$ cat src/rtl/uart16550_pkg.sv
// Shared types for the 16550 receive path: per-character record and trigger-level code.
package uart16550_pkg;

  typedef struct packed {
    logic [7:0] d;
    logic       pe;
    logic       fe;
    logic       bi;
  } rx_d_t;

  typedef enum logic [1:0] {
    rtl_1  = 2'b00,
    rtl_4  = 2'b01,
    rtl_8  = 2'b10,
    rtl_14 = 2'b11
  } rcvr_trig_e;

  function automatic logic [4:0] trig_level(input rcvr_trig_e t);
    logic [4:0] lvl;
    unique case (t)
      rtl_1:   lvl = 5'd1;
      rtl_4:   lvl = 5'd4;
      rtl_8:   lvl = 5'd8;
      rtl_14:  lvl = 5'd14;
      default: lvl = 5'd1;
    endcase
    return lvl;
  endfunction

endpackage

$ cat src/rtl/uart16550_rx_timeout.sv
// Character-timeout counter: reloads on FIFO activity, counts baud ticks down while data waits.
module uart16550_rx_timeout (
  input  logic       clk_i,
  input  logic       rst_i,
  input  logic       tick_i,
  input  logic [9:0] load_i,
  input  logic       reload_i,
  input  logic       active_i,
  input  logic       dr_next_i,
  input  logic       fifo_en_i,
  output logic       timeout_o
);

  logic [9:0] cnt_q, cnt_d;
  logic       timeout_q, timeout_d;

  always_comb begin
    cnt_d = cnt_q;
    if (reload_i) begin
      cnt_d = load_i;
    end else if (tick_i && active_i && (cnt_q != 10'd0)) begin
      cnt_d = cnt_q - 10'd1;
    end
    // Flag follows next-state so it clears the cycle after a push or pop.
    timeout_d = (cnt_d == 10'd0) && dr_next_i && fifo_en_i;
  end

  always_ff @(posedge clk_i or posedge rst_i) begin
    if (rst_i) begin
      cnt_q     <= 10'h3FF;
      timeout_q <= 1'b0;
    end else begin
      cnt_q     <= cnt_d;
      timeout_q <= timeout_d;
    end
  end

  assign timeout_o = timeout_q;

endmodule

$ cat src/rtl/uart16550_rxfifo.sv
// 16550 receive FIFO / 16450 RBR with trigger, overrun, error-in-FIFO and character timeout.
// The timeout counter is built only when UART16550_RXFIFO_TIMEOUT_EN is defined.
module uart16550_rxfifo
  import uart16550_pkg::*;
#(
  parameter int unsigned DEPTH = 16
) (
  input  logic                     clk_i,
  input  logic                     rst_i,
  input  logic                     baudout_i,
  input  logic                     fifo_en_i,
  input  logic [1:0]               rtl_i,
  input  logic                     flush_i,
  input  logic [9:0]               timeout_load_i,
  input  logic                     push_i,
  input  rx_d_t                    d_i,
  input  logic                     pop_i,
  input  logic                     clr_oe_i,
  output rx_d_t                    q_o,
  output logic                     dr_o,
  output logic                     full_o,
  output logic [$clog2(DEPTH):0]   count_o,
  output logic                     trigger_o,
  output logic                     timeout_o,
  output logic                     oe_o,
  output logic                     err_o
);

  localparam int unsigned AW = $clog2(DEPTH);
  localparam int unsigned CW = AW + 1;

  rx_d_t         mem_q [DEPTH];
  logic [AW-1:0] wr_ptr_q, wr_ptr_d, rd_ptr_q, rd_ptr_d;
  logic [CW-1:0] cnt_q, cnt_d, err_cnt_q, err_cnt_d;
  logic [CW-1:0] eff_depth, level;
  logic          fen_q, fen_flush_q;
  logic          dr_q, full_q, oe_q, err_q, trig_q;
  logic          dr_d, full_d, oe_d, err_d, trig_d;
  logic          flush, pop_ok, push_ok, overrun;
  logic          head_err, d_err;
  rx_d_t         head;

  assign flush    = flush_i | fen_flush_q;
  assign head     = mem_q[rd_ptr_q];
  assign head_err = head.pe | head.fe | head.bi;
  assign d_err    = d_i.pe | d_i.fe | d_i.bi;

  // Flush wins over both strobes; a pop on an empty FIFO is dropped.
  assign pop_ok   = pop_i & (cnt_q != '0) & ~flush;
  assign push_ok  = push_i & (~full_q | pop_ok) & ~flush;
  assign overrun  = push_i & full_q & ~pop_ok & ~flush;

  assign eff_depth = fifo_en_i ? CW'(DEPTH) : CW'(1);
  assign level     = CW'(trig_level(rcvr_trig_e'(rtl_i)));

  always_comb begin
    wr_ptr_d  = wr_ptr_q;
    rd_ptr_d  = rd_ptr_q;
    cnt_d     = cnt_q;
    err_cnt_d = err_cnt_q;
    if (flush) begin
      wr_ptr_d  = '0;
      rd_ptr_d  = '0;
      cnt_d     = '0;
      err_cnt_d = '0;
    end else begin
      if (push_ok) wr_ptr_d = wr_ptr_q + AW'(1);
      if (pop_ok)  rd_ptr_d = rd_ptr_q + AW'(1);
      cnt_d     = cnt_q + CW'(push_ok) - CW'(pop_ok);
      err_cnt_d = err_cnt_q + CW'(push_ok & d_err) - CW'(pop_ok & head_err);
    end
    dr_d   = (cnt_d != '0);
    full_d = (cnt_d >= eff_depth);
    trig_d = fifo_en_i ? (cnt_d >= level) : dr_d;
    err_d  = fifo_en_i & (err_cnt_d != '0);
    oe_d   = overrun ? 1'b1 : (clr_oe_i ? 1'b0 : oe_q);
  end

  always_ff @(posedge clk_i or posedge rst_i) begin
    if (rst_i) begin
      wr_ptr_q    <= '0;
      rd_ptr_q    <= '0;
      cnt_q       <= '0;
      err_cnt_q   <= '0;
      fen_q       <= 1'b0;
      fen_flush_q <= 1'b0;
      dr_q        <= 1'b0;
      full_q      <= 1'b0;
      trig_q      <= 1'b0;
      err_q       <= 1'b0;
      oe_q        <= 1'b0;
    end else begin
      wr_ptr_q    <= wr_ptr_d;
      rd_ptr_q    <= rd_ptr_d;
      cnt_q       <= cnt_d;
      err_cnt_q   <= err_cnt_d;
      fen_q       <= fifo_en_i;
      fen_flush_q <= (fifo_en_i != fen_q);
      dr_q        <= dr_d;
      full_q      <= full_d;
      trig_q      <= trig_d;
      err_q       <= err_d;
      oe_q        <= oe_d;
    end
  end

  always_ff @(posedge clk_i) begin
    if (push_ok) begin
      mem_q[wr_ptr_q] <= d_i;
    end
  end

  // Stale storage flags must not leak out while empty.
  always_comb begin
    q_o    = head;
    q_o.pe = head.pe & dr_q;
    q_o.fe = head.fe & dr_q;
    q_o.bi = head.bi & dr_q;
  end

  assign dr_o      = dr_q;
  assign full_o    = full_q;
  assign count_o   = cnt_q;
  assign trigger_o = trig_q;
  assign oe_o      = oe_q;
  assign err_o     = err_q;

`ifdef UART16550_RXFIFO_TIMEOUT_EN
  uart16550_rx_timeout u_rx_timeout (
    .clk_i     (clk_i),
    .rst_i     (rst_i),
    .tick_i    (baudout_i),
    .load_i    (timeout_load_i),
    .reload_i  (flush | push_ok | pop_ok),
    .active_i  (cnt_q != '0),
    .dr_next_i (dr_d),
    .fifo_en_i (fifo_en_i),
    .timeout_o (timeout_o)
  );
`else
  logic unused_timeout;
  assign unused_timeout = baudout_i ^ (^timeout_load_i);
  assign timeout_o      = 1'b0;
`endif

endmodule

$ cat config.mk
export PLATFORM = sky130hd
export DESIGN_NAME = uart16550_rxfifo
export DESIGN_NICKNAME = d
export VERILOG_FILES = /design/src/rtl/uart16550_pkg.sv /design/src/rtl/uart16550_rx_timeout.sv /design/src/rtl/uart16550_rxfifo.sv
export SDC_FILE = /design/constraint.sdc
export NUM_CORES = 1
export LEC_CHECK = 0
export BUFFER_PORTS_ARGS = -buffer_cell sky130_fd_sc_hd__buf_4
export CORE_MARGIN = 2
export CORE_UTILIZATION = 45
export DETAILED_ROUTE_END_ITERATION = 12
export GPL_TIMING_DRIVEN = 0
export PLACE_DENSITY = 0.68
export SLEW_MARGIN = 20
export SYNTH_ARGS = -nofsm -noshare
export SYNTH_HDL_FRONTEND = slang
export SYNTH_HIERARCHICAL = 1
export SYNTH_SLANG_ARGS = --single-unit
$ cat constraint.sdc
create_clock -name clk_i -period 3.3 [get_ports clk_i]
set_input_delay 0 -clock clk_i [delete_from_list [all_inputs] [get_ports clk_i]]
set_output_delay 0 -clock clk_i [all_outputs]
set_load 0.05 [all_outputs]
==> reports/summary.md, run 1 <==
Outcome
- **run status** finished, violations left
- **violations in the final reports** negative setup slack

Global routing
- **largest net degree at the start of global routing** 26
- **antenna violations before repair** 0
- **number of global-route vias before repair** 5033
- **total global routing overflow** 0
- **wire length of the first global-routing pass** 28.09 mm
- **overall track demand over capacity in global routing** 18.52%

Synth
- **warning count from the yosys run** 6
- **Post-Synthesis Mean Instance Area** 16.52 µm²
- **FFs w/ async S/R, synth** 12.44%
- **Synth Register Bits** 201
- **Mapped Nets** 565
- **leading post-synthesis cells by cell area** sky130_fd_sc_hd__edfxtp_1 63%, sky130_fd_sc_hd__dfrtp_1 7.4%, sky130_fd_sc_hd__mux4_2 5.9%
- **Post-synth EDFFs** 176
- **cell accounting for the most synthesized area** sky130_fd_sc_hd__edfxtp_1
- **Synth Instances** 510
- **post-synthesis instance area** 8423 µm²
- **most common cell in the netlist** sky130_fd_sc_hd__edfxtp_1
- **register area share after synthesis** 70.17%
- **Yosys top cell area share** 62.75%
- **primary flip-flop cell chosen by synthesis mapping** sky130_fd_sc_hd__edfxtp_1
- **Netlist cell types** 43
- **most used standard cells in the synthesized netlist** 176 x sky130_fd_sc_hd__edfxtp_1, 35 x sky130_fd_sc_hd__mux2i_1, 26 x sky130_fd_sc_hd__inv_1

Timing
- **Worst Skew** 12.30 ps
- **unrepaired setup endpoints after global routing** yes
- **period utilization** 114.3%
- **total negative setup slack** -774.4 ps
- **transition time at the pin with the least slew margin** 934.8 ps
- **Max Transition Viols Final** 0
- **f_max** 265.1 MHz
- **number of hold violations in the final report** 0
- **shortest clock period the worst path allows after layout** 3773 ps
- **total setup violations reported at the end of the flow** 3
- **setup ws final** -472.5 ps
- **worst slew slack as a fraction of its limit** 37.29%

Die
- **area of the die** 19830 µm²
- **die extent in y** 140.8 µm
- **die outline width** 140.8 µm
- **initial standard-cell utilization of the core** 45.49%
- **standard-cell rows** 50
- **placeable core region** 18520 µm²
- **ports placed on the boundary** 53

Final layout
- **multi-input combinational cell area** 2460 µm²
- **Sequential Area** 5914 µm²
- **antenna fix cells** 0
- **nets** 674
- **signed area change from the synthesized netlist to the final layout** 22.40%
- **layout cell share with drive strength beyond 1** 29.95%
- **final cell count without fillers** 865
- **Filler cells** 1441

Clocking
- **cell at the root of the clock tree** sky130_fd_sc_hd__clkbuf_16
- **number of buffers added by the clock tree synthesis step** 21
- **Clock Sink Count** 201
- **clock insertion delay at the later pin of the skew report** 500 ps
- **Worst-path clk slew** 60 ps
- **clock tree from TritonCTS** yes
- **number of H-tree levels** 1
- **Clock Tree Buf Depth** 3

Critical path
- **Worst EP required** 3670 ps
- **worst r2r path cells** 16
- **buffers plus inverters on the worst setup path** 3
- **kind of end point of the critical path** flip-flop
- **critical path fanouts, max** 4
- **cell family contributing the most delay on the critical path** compound AO/OA/AOI/OAI gates
- **most used cell, CP** sky130_fd_sc_hd__nand2_1
- **cell with the largest stage delay on the worst path** sky130_fd_sc_hd__mux4_2
- **Critical Path Start Type** flip-flop
- **cell depth of the worst setup path** 16
- **crit path DAT** 4140 ps
- **delay of the slowest critical-path stage** 540 ps
- **category of the critical setup timing path** reg2reg
- **Critical Path, Cell by Cell** buf_6 > buf_16 > mux4_2 > a22oi_2 > nand2_1 > o31a_1 > ha_1 > inv_2 > ha_4 > fa_2 > a21o_1 > a21oi_2 > nand2_1 > nor3b_2 > or2_1 > o41a_1

Placed design
- **HPWL after detailed placement** 11.42 mm
- **worst slack, placed** -664.9 ps
- **buffers added on ports** 40
- **total instance count after detailed placement** 792
- **gp weighted congestion** 0.8486

Power and ir drop
- **Worst IR Drop VDD** 378.5 µV
- **Pwr Total** 5.433 mW
- **Pwr Density** 526.9 nW/µm²
- **total leakage power** 3.621 nW

Drt
- **detailed-routing iteration count for the pre-antenna-repair pass** 5
- **number of DRC violations after detailed routing** 0
- **Total Routed Length** 17.80 mm
- **ratio of routed vias to standard cells** 5.562
- **average wire per standard cell** 20.58 µm
- **Initial DRC Count** 346
- **number of nets with antenna violations after routing** 0
- **routed vias** 4811

Min path
- **min-delay worst type** in2reg
- **Cells on Worst Hold Path** 5

Flow run
- **reported max-cap violation count** 0

==> per-stage QoR <==
| stage | utilization (%) | hold WS, ps | instance area, µm² |
|---|---|---|---|
| floorplan | - | 27.11 | 8439 |
| global placement | 48.78 | 176.3 | 9032 |
| detailed placement | 49.16 | 180.7 | 9102 |
| CTS | 55.07 | 50.04 | 10200 |
| global route | 55.68 | 69.57 | 10310 |
| finish | 55.68 | 61.00 | 10310 |
==> cell usage in the layout, fill, tap and decap left out, drive strengths merged, types with 2 or more instances in the layout <==
cell type    instances
dlygate4sd3         18
nand2               24
a221oi              11
o21ai               25
nand3                3
a21oi               20
bufinv               3
nor2                20
and2                15
a21o                 4
dfrtp               25
mux2                10
ha                  22
mux2i               35
fa                   2
clkinv               5
xor2                 6
mux4                22
xnor2                6
clkinvlp             2
nor3b                2
buf                 82
clkbuf              31
edfxtp             176
a22oi               11
inv                 28
or2                  2
or3                  3
nor4                 4
nor2b                2
==> registers in the layout, summed over array words and instances (netlist names) <==
signal,flops
wr_ptr_q,4
full_o,1
mem_q,176
fen_q,1
trigger_o,1
fen_flush_q,1
count_o,5
rd_ptr_q,4
oe_o,1
err_cnt_q,5
err_o,1
dr_o,1
==> power by group <==
part	total (mW)	internal [mW]	switching (mW)
clock network	2.35	1.41	0.947
logic	0.287	0.114	0.173
registers	2.79	2.78	0.00979
==> per-layer routing <==
layer / GRT usage [%] / vias to the layer above / part of all wire [%]
met5: 0 / - / 0
li1: - / 2175 / -
met4: 4.684 / 0 / 1.5
met1: 25.84 / 2475 / 43
met2: 31.25 / 143 / 50
met3: 2.378 / 18 / 5.4
==> path summary, 6_finish.rpt <==
path	startpoint	to	slack (ps)
min	rtl_i[1]	trigger_o	60
max reg2reg	rd_ptr_q[0]	err_o	-470
min reg2reg	fen_q	fen_flush_q	440
max	rd_ptr_q[0]	err_o	-470
max in group asynchronous	rst_i	count_o[3]	2630
min in group asynchronous	rst_i	fen_flush_q	190
==> worst min-delay path: stages <==
cell	delay (ps)
sky130_fd_sc_hd__buf_4	120
sky130_fd_sc_hd__inv_1	50
sky130_fd_sc_hd__ha_1	120
sky130_fd_sc_hd__nand3b_1	110
sky130_fd_sc_hd__o22a_1	120
==> logic make-up after synthesis <==
logic type / count (synthesis) / synth area share [%]
other cells: 1 / 0.04452
fa+ha+maj: 24 / 3.743
simple gates: 79 / 4.590
xor+xnor: 12 / 1.248
mux: 67 / 11.38
compound gates: 78 / 6.061
flops: 201 / 70.17
buf+inv: 48 / 2.763
==> layout make-up <==
| cell class | count | area share, % |
|---|---|---|
| flip-flops and latches | 201 | 57.37 |
| multi-input cells | 261 | 23.86 |
| repair buffers | 86 | 6.857 |
| clock buffers | 23 | 5.170 |
| well taps | 234 | 2.840 |
| plain buffers | 22 | 1.505 |
| clock inverters | 12 | 1.456 |
| inverters | 26 | 0.9466 |
==> repair_timing <==
item | in CTS | in global routing
hold buffers | 18 | 0
setup endpoints to repair | 6 | 6
resized for setup | 21 | 23
buffers inserted | 17 | 2
gates cloned | 1 | 0
hold endpoints to repair | 219 | 0
pin swaps | 18 | 7
No activity file was read; power rests on OpenSTA's default activity.
==> run 2, diff against run 1 <==
- SETUP_SLACK_MARGIN: unset -> 0.1
==> run 2 against run 1 <==
The flow still finishes with violations (negative setup slack). Core utilization decreased by 0.15 points. Die area unchanged. Maximum frequency decreased by 0.32%. Count of clock-buffer cells in the layout decreased by 2. Design area decreased by 0.27%. Combinational power increased by 2%. Non-clock buffer count increased by 3. Sequential cell count unchanged. Power decreased by 3.3%. Routed wire length decreased by 3.4%. Critical endpoint unchanged. Largest cell class unchanged.
==> reports/summary.md, run 2 (synthesis results as in run 1) <==
Final layout
- **layout cell share with drive strength beyond 1** 30.65%, was 29.95%
- **most frequent standard cell in the layout excluding fill and tap cells** sky130_fd_sc_hd__edfxtp_1, unchanged
- **area of all placed cells without fillers** 10280 µm², was 10310 µm²
- **Filler cells** 1431, was 1441
- **signed area change from the synthesized netlist to the final layout** 22.07%, was 22.40%
- **register bank with the most flops** mem_q, unchanged
- **commonest cells after routing, fill and taps aside** 176 x sky130_fd_sc_hd__edfxtp_1, 68 x sky130_fd_sc_hd__buf_4, 35 x sky130_fd_sc_hd__mux2i_1, was 176 x sky130_fd_sc_hd__edfxtp_1, 64 x sky130_fd_sc_hd__buf_4, 32 x sky130_fd_sc_hd__mux2i_1
- **Largest register FFs** 176, unchanged
- **antenna fix cells** 0, unchanged
- **Sequential Area** 5914 µm², unchanged
- **multi-input combinational cell area** 2482 µm², was 2460 µm²
- **final cell count without fillers** 867, was 865
- **nets** 676, was 674

Die
- **placeable core region** 18520 µm², unchanged
- **die extent in y** 140.8 µm, unchanged
- **die outline width** 140.8 µm, unchanged
- **area of the die** 19830 µm², unchanged
- **initial standard-cell utilization of the core** 45.49%, unchanged
- **standard-cell rows** 50, unchanged
- **ports placed on the boundary** 53, unchanged

Critical path
- **Critical Path Start Type** flip-flop, unchanged
- **Worst EP required** 3670 ps, about the same
- **critical path fanouts, max** 9, was 4
- **category of the critical setup timing path** reg2reg, unchanged
- **crit path DAT** 4150 ps, was 4140 ps
- **kind of end point of the critical path** flip-flop, unchanged

Timing
- **period utilization** 114.7%, was 114.3%
- **f_max** 264.2 MHz, was 265.1 MHz
- **shortest clock period the worst path allows after layout** 3785 ps, was 3773 ps
- **setup ws final** -484.8 ps, was -472.5 ps
- **transition time at the pin with the least slew margin** 1056 ps, was 934.8 ps
- **Max Transition Viols Final** 0, unchanged
- **total setup violations reported at the end of the flow** 3, unchanged
- **number of hold violations in the final report** 0, unchanged
- **worst slew slack as a fraction of its limit** 29.34%, was 37.29%
- **Worst Skew** 22.28 ps, was 12.30 ps
- **unrepaired setup endpoints after global routing** yes, unchanged
- **minimum hold slack** 83.66 ps, was 61.00 ps

Global routing
- **overall track demand over capacity in global routing** 17.80%, was 18.52%
- **total global routing overflow** 0, unchanged
- **wire length of the first global-routing pass** 27.20 mm, was 28.09 mm
- **antenna violations before repair** 0, unchanged
- **number of global-route vias before repair** 4957, was 5033
- **largest net degree at the start of global routing** 26, unchanged

Clocking
- **clock insertion delay at the later pin of the skew report** 500 ps, about the same
- **clock tree from TritonCTS** yes, unchanged
- **number of H-tree levels** 1, unchanged
- **Clock Sink Count** 201, unchanged
- **number of buffers added by the clock tree synthesis step** 20, was 21
- **Clock Tree Buf Depth** 3, unchanged
- **Worst-path clk slew** 60 ps, about the same
- **cell at the root of the clock tree** sky130_fd_sc_hd__clkbuf_16, unchanged

Drt
- **Initial DRC Count** 483, was 346
- **detailed-routing iteration count for the pre-antenna-repair pass** 5, unchanged
- **Total Routed Length** 17.20 mm, was 17.80 mm
- **number of DRC violations after detailed routing** 0, unchanged
- **average wire per standard cell** 19.84 µm, was 20.58 µm
- **ratio of routed vias to standard cells** 5.465, was 5.562
- **routed vias** 4738, was 4811
- **number of nets with antenna violations after routing** 0, unchanged

Placed design
- **gp weighted congestion** 0.8209, was 0.8486
- **worst slack, placed** -580.0 ps, was -664.9 ps
- **buffers added on ports** 40, unchanged
- **Post-Place Cell Area** 9105 µm², was 9102 µm²
- **total instance count after detailed placement** 792, unchanged
- **HPWL after detailed placement** 11.53 mm, was 11.42 mm

Power and ir drop
- **sequential share of power** 53.1%, was 51.4%
- **Pwr Density** 511.1 nW/µm², was 526.9 nW/µm²
- **total leakage power** 3.590 nW, was 3.621 nW
- **Worst IR Drop VDD** 460.6 µV, was 378.5 µV
- **combinational power share** 5.5%, was 5.3%
- **net switching fraction of the power** 20.76%, was 20.79%
- **Pwr Total** 5.256 mW, was 5.433 mW
- **switching pwr** 1.091 mW, was 1.130 mW
- **internal cell power** 4.165 mW, was 4.303 mW
- **Clock Power Share** 41.3%, was 43.3%

Min path
- **min-delay worst type** in2reg, unchanged

Outcome
- **violations in the final reports** negative setup slack, unchanged
- **run status** finished, violations left, unchanged

Flow run
- **reported max-cap violation count** 0, unchanged

-- run 2: changes by cell type in the layout (fill, tap and decap cells not counted), sizes merged --
cell / before / now
inv: 28 / 26
bufinv: 3 / 2
dlygate4sd3: 18 / 17
clkbuf: 31 / 32
buf: 82 / 83
clkinv: 5 / 8
clkinvlp: 2 / 3
-- run 2: metal layers --
layer	part of all wire [%]	global-route usage, %	up-vias
li1	-	-	2174
met1	44	25.06	2409
met2	49	29.11	129
met3	5.3	2.344	26
met4	1.8	5.789	0
met5	0	0	-
-- run 2: metrics by stage --
step / setup TNS [ps] / util [%]
3_5_place_dp: -1479 / 49.17
2_1_floorplan: -318.7 / -
6_report: -681.2 / 55.53
5_1_grt: -1296 / 55.53
3_3_place_gp: -16060 / 48.79
4_1_cts: -680.5 / 54.86
-- run 2: critical path, stage by stage (launching register included) --
cell	delay, ps
sky130_fd_sc_hd__dfrtp_1	380
sky130_fd_sc_hd__buf_6	140
sky130_fd_sc_hd__buf_12	130
sky130_fd_sc_hd__mux4_2	550
sky130_fd_sc_hd__a22oi_2	190
sky130_fd_sc_hd__nand2_2	90
sky130_fd_sc_hd__o31a_1	280
sky130_fd_sc_hd__ha_1	290
sky130_fd_sc_hd__inv_2	50
sky130_fd_sc_hd__ha_4	150
sky130_fd_sc_hd__fa_2	370
sky130_fd_sc_hd__a21o_1	180
sky130_fd_sc_hd__a21oi_2	130
sky130_fd_sc_hd__nand2_1	50
sky130_fd_sc_hd__nor3b_2	150
sky130_fd_sc_hd__or2_1	220
sky130_fd_sc_hd__o41a_1	300
-- run 2: path summary, 6_finish.rpt --
path                       cells past startpoint           to  slack (ps)   startpoint
setup / recovery                              16        err_o        -480  rd_ptr_q[0]
hold / removal                                 5    trigger_o          80     rtl_i[1]
setup reg to reg                              16        err_o        -480  rd_ptr_q[0]
hold reg to reg                                1  fen_flush_q         430        fen_q
max in group asynchronous                      3   count_o[2]        2350        rst_i
min in group asynchronous                      3  rd_ptr_q[1]         300        rst_i
-- run 2: what timing repair did --
action	in CTS	in global routing
hold endpoints to repair	215	0
pin swaps	12	6
endpoints found under the setup margin	6	75
setup buffers	21	3
hold buffers	17	0
resized for setup	22	24
-- run 2: layout make-up --
class,count,area share (%)
flip-flops and latches,201,57.52
multi-input cells,261,24.14
repair buffers,89,6.887
clock buffers,21,4.904
well taps,234,2.847
plain buffers,22,1.509
clock inverters,13,1.241
inverters,26,0.9491
-- run 2: power by group through the flow --
| stage | Sequential (mW) | Clock [mW] | Combinational, mW |
|---|---|---|---|
| 6_report | 2.79 | 2.17 | 0.292 |
| 5_1_grt | 2.79 | 2.32 | 0.314 |
| 4_1_cts | 2.79 | 2.21 | 0.286 |
| 3_5_place_dp | 2.85 | 0 | 0.248 |
| 3_3_place_gp | 2.84 | 0 | 0.237 |
| 2_1_floorplan | 2.87 | 0 | 0.120 |
==> run 3, diff against run 2 <==
--- a/config.mk
+++ b/config.mk
@@ -9,6 +9,8 @@
 export CORE_MARGIN = 2
 export CORE_UTILIZATION = 45
+export CTS_CLUSTER_DIAMETER = 80
 export DETAILED_ROUTE_END_ITERATION = 12
 export GPL_TIMING_DRIVEN = 0
+export HOLD_SLACK_MARGIN = 0.02
 export PLACE_DENSITY = 0.68
 export SETUP_SLACK_MARGIN = 0.1
==> constraint.sdc (replaced) <==
create_clock -name clk_i -period 3.3 [get_ports clk_i]
set_input_delay 0.66 -clock clk_i [delete_from_list [all_inputs] [get_ports clk_i]]
set_output_delay 0.66 -clock clk_i [all_outputs]
set_load 0.05 [all_outputs]
==> run 3 against run 2 <==
Maximum frequency about the same. Register-to-register slack about the same. Count of clock-buffer cells in the layout did not move. Hold slack better by 270 ps. Sequential share of layout area increased by 0.37 points. Design area fell by 0.63%. Global-route usage fell by 0.080 points. Power fell by 0.25%. Sequential cell count stayed put. The run still ends with negative setup slack left. Highest routed layer unchanged. Critical path type unchanged. Setup slack better by 1.3 ps. Sequential power is essentially flat.
==> reports/summary.md, run 3 (synthesis results as in run 1) <==
Outcome
- **run status** finished, violations left, unchanged
- **violations in the final reports** negative setup slack, unchanged

Critical path
- **worst r2r path cells** 16, unchanged
- **Worst EP required** 3670 ps, about the same
- **crit path DAT** 4150 ps, about the same
- **category of the critical setup timing path** reg2reg, unchanged
- **critical path fanouts, max** 9, unchanged
- **kind of end point of the critical path** flip-flop, unchanged
- **startpoint of the lowest-slack register-to-register path** rd_ptr_q[0], unchanged
- **FF-to-FF End** err_o, unchanged
- **Critical Path Start Type** flip-flop, unchanged
- **flop-to-flop setup slack** -480 ps, about the same

Clocking
- **Clock Sink Count** 201, unchanged
- **Clock Tree Buf Depth** 3, unchanged
- **cell at the root of the clock tree** sky130_fd_sc_hd__clkbuf_16, unchanged
- **number of hold buffers added after CTS** 0, was 17
- **number of buffers added by the clock tree synthesis step** 20, unchanged
- **number of H-tree levels** 1, unchanged
- **clock tree from TritonCTS** yes, unchanged
- **Worst-path clk slew** 60 ps, about the same
- **clock insertion delay at the later pin of the skew report** 500 ps, about the same

Timing
- **total setup violations reported at the end of the flow** 3, unchanged
- **Max Transition Viols Final** 0, unchanged
- **Worst Skew** 19.37 ps, was 22.28 ps
- **period utilization** 114.7%, about the same
- **total negative setup slack** -678.1 ps, was -681.2 ps
- **setup ws final** -483.5 ps, was -484.8 ps
- **shortest clock period the worst path allows after layout** 3784 ps, was 3785 ps
- **worst slew slack as a fraction of its limit** 32.07%, was 29.34%
- **f_max** 264.3 MHz, was 264.2 MHz
- **number of hold violations in the final report** 0, unchanged
- **unrepaired setup endpoints after global routing** yes, unchanged
- **transition time at the pin with the least slew margin** 1015 ps, was 1056 ps

Power and ir drop
- **Clock Power Share** 41.4%, was 41.3%
- **Worst IR Drop VDD** 460.4 µV, was 460.6 µV
- **switching pwr** 1.088 mW, was 1.091 mW
- **Pwr Density** 513.1 nW/µm², was 511.1 nW/µm²
- **sequential share of power** 53.3%, was 53.1%
- **total leakage power** 3.563 nW, was 3.590 nW
- **combinational power share** 5.3%, was 5.5%
- **internal cell power** 4.154 mW, was 4.165 mW
- **Pwr Total** 5.243 mW, was 5.256 mW
- **net switching fraction of the power** 20.76%, about the same

Final layout
- **antenna fix cells** 0, unchanged
- **layout cell share with drive strength beyond 1** 33.82%, was 30.65%
- **Largest register FFs** 176, unchanged
- **register bank with the most flops** mem_q, unchanged
- **commonest cells after routing, fill and taps aside** 176 x sky130_fd_sc_hd__edfxtp_1, 62 x sky130_fd_sc_hd__buf_4, 33 x sky130_fd_sc_hd__mux2i_1, was 176 x sky130_fd_sc_hd__edfxtp_1, 68 x sky130_fd_sc_hd__buf_4, 35 x sky130_fd_sc_hd__mux2i_1
- **signed area change from the synthesized netlist to the final layout** 21.30%, was 22.07%
- **most frequent standard cell in the layout excluding fill and tap cells** sky130_fd_sc_hd__edfxtp_1, unchanged
- **final cell count without fillers** 849, was 867
- **nets** 658, was 676
- **fin util** 55.18%, was 55.53%
- **Filler cells** 1447, was 1431
- **area of all placed cells without fillers** 10220 µm², was 10280 µm²

Min path
- **min-delay worst type** in2reg, unchanged
- **hold_sp** fifo_en_i, was rtl_i[1]
- **Worst Hold Endpoint** fen_q, was trigger_o
- **Cells on Worst Hold Path** 1, was 5

Die
- **die outline width** 140.8 µm, unchanged
- **standard-cell rows** 50, unchanged
- **initial standard-cell utilization of the core** 45.49%, unchanged
- **ports placed on the boundary** 53, unchanged
- **area of the die** 19830 µm², unchanged
- **die extent in y** 140.8 µm, unchanged
- **placeable core region** 18520 µm², unchanged

Global routing
- **wire length of the first global-routing pass** 26.97 mm, was 27.20 mm
- **antenna violations before repair** 0, unchanged
- **overall track demand over capacity in global routing** 17.72%, was 17.80%
- **largest net degree at the start of global routing** 26, unchanged
- **total global routing overflow** 0, unchanged
- **number of global-route vias before repair** 4857, was 4957

Drt
- **routed vias** 4663, was 4738
- **ratio of routed vias to standard cells** 5.492, was 5.465
- **routed metal-1 wirelength** 7.576 mm, was 7.526 mm
- **number of DRC violations after detailed routing** 0, unchanged
- **Total Routed Length** 17.21 mm, was 17.20 mm
- **average wire per standard cell** 20.27 µm, was 19.84 µm
- **met2 wire length** 8.551 mm, was 8.455 mm
- **length of routed met3 wiring** 778 µm, was 905 µm
- **number of nets with antenna violations after routing** 0, unchanged
- **Max Used Layer** met4, unchanged
- **Initial DRC Count** 462, was 483
- **detailed-routing iteration count for the pre-antenna-repair pass** 5, unchanged

Placed design
- **HPWL after detailed placement** 11.53 mm, unchanged
- **Post-Place Cell Area** 9105 µm², unchanged
- **total instance count after detailed placement** 792, unchanged
- **gp weighted congestion** 0.8209, unchanged
- **buffers added on ports** 40, unchanged

Flow run
- **reported max-cap violation count** 0, unchanged

run 3: what timing repair did:
action | in CTS | in global routing
resized for setup | 34 | 43
pin swaps | 12 | 10
setup buffers | 21 | 3
setup endpoints to repair | 14 | 85
run 3: worst max path at each step:
stage	start	endpoint	slack [ps]	cells after the start
3_5_place_dp	flush_i	full_o	-690	15
5_1_grt	rd_ptr_q[0]	err_o	-620	18
4_1_cts	rd_ptr_q[0]	err_o	-480	16
3_3_place_gp	flush_i	mem_q[3][9]	-740	6
6_report	rd_ptr_q[0]	err_o	-480	16
2_1_floorplan	rd_ptr_q[0]	err_o	-210	16
run 3: metrics by stage:
stage	hold WS, ps	worst slack, ps
5_1_grt	351.5	-619.4
2_1_floorplan	416.5	-214.6
4_1_cts	342.3	-484.4
3_3_place_gp	421.7	-740.2
6_report	356.7	-483.5
3_5_place_dp	423.7	-687.2
run 3: per-layer routing:
layer	vias to the layer above	GRT usage (%)
li1	2141	-
met1	2383	25.09
met2	116	28.96
met3	23	2.208
met4	0	5.684
met5	-	0
run 3: layout make-up:
cell class,instances,area (µm²),area share [%]
Multi-Input combinational cell,261,2545,24.91
Tap cell,234,292.8,2.866
Sequential cell,201,5914,57.89
Buffer,21,187.7,1.837
Clock buffer,21,504.2,4.935
Timing Repair Buffer,72,548.0,5.364
Inverter,26,97.59,0.9552
Clock inverter,13,127.6,1.249
run 3: power by group through the flow:
stage | Combinational [mW] | Clock [mW] | Sequential [mW]
2_1_floorplan | 0.120 | 0 | 2.87
3_3_place_gp | 0.237 | 0 | 2.84
3_5_place_dp | 0.248 | 0 | 2.85
4_1_cts | 0.270 | 2.21 | 2.79
5_1_grt | 0.301 | 2.32 | 2.79
6_report | 0.279 | 2.17 | 2.79
run 3: critical path, cell delays in order (launching register included):
cell and delay (ps):
sky130_fd_sc_hd__dfrtp_1 380, sky130_fd_sc_hd__buf_6 140, sky130_fd_sc_hd__buf_12 130, sky130_fd_sc_hd__mux4_2 550, sky130_fd_sc_hd__a22oi_2 190, sky130_fd_sc_hd__nand2_2 90
sky130_fd_sc_hd__o31a_1 280, sky130_fd_sc_hd__ha_1 290, sky130_fd_sc_hd__inv_2 50, sky130_fd_sc_hd__ha_4 150, sky130_fd_sc_hd__fa_2 370, sky130_fd_sc_hd__a21o_1 180
sky130_fd_sc_hd__a21oi_2 130, sky130_fd_sc_hd__nand2_1 50, sky130_fd_sc_hd__nor3b_2 150, sky130_fd_sc_hd__or2_1 220, sky130_fd_sc_hd__o41a_1 300
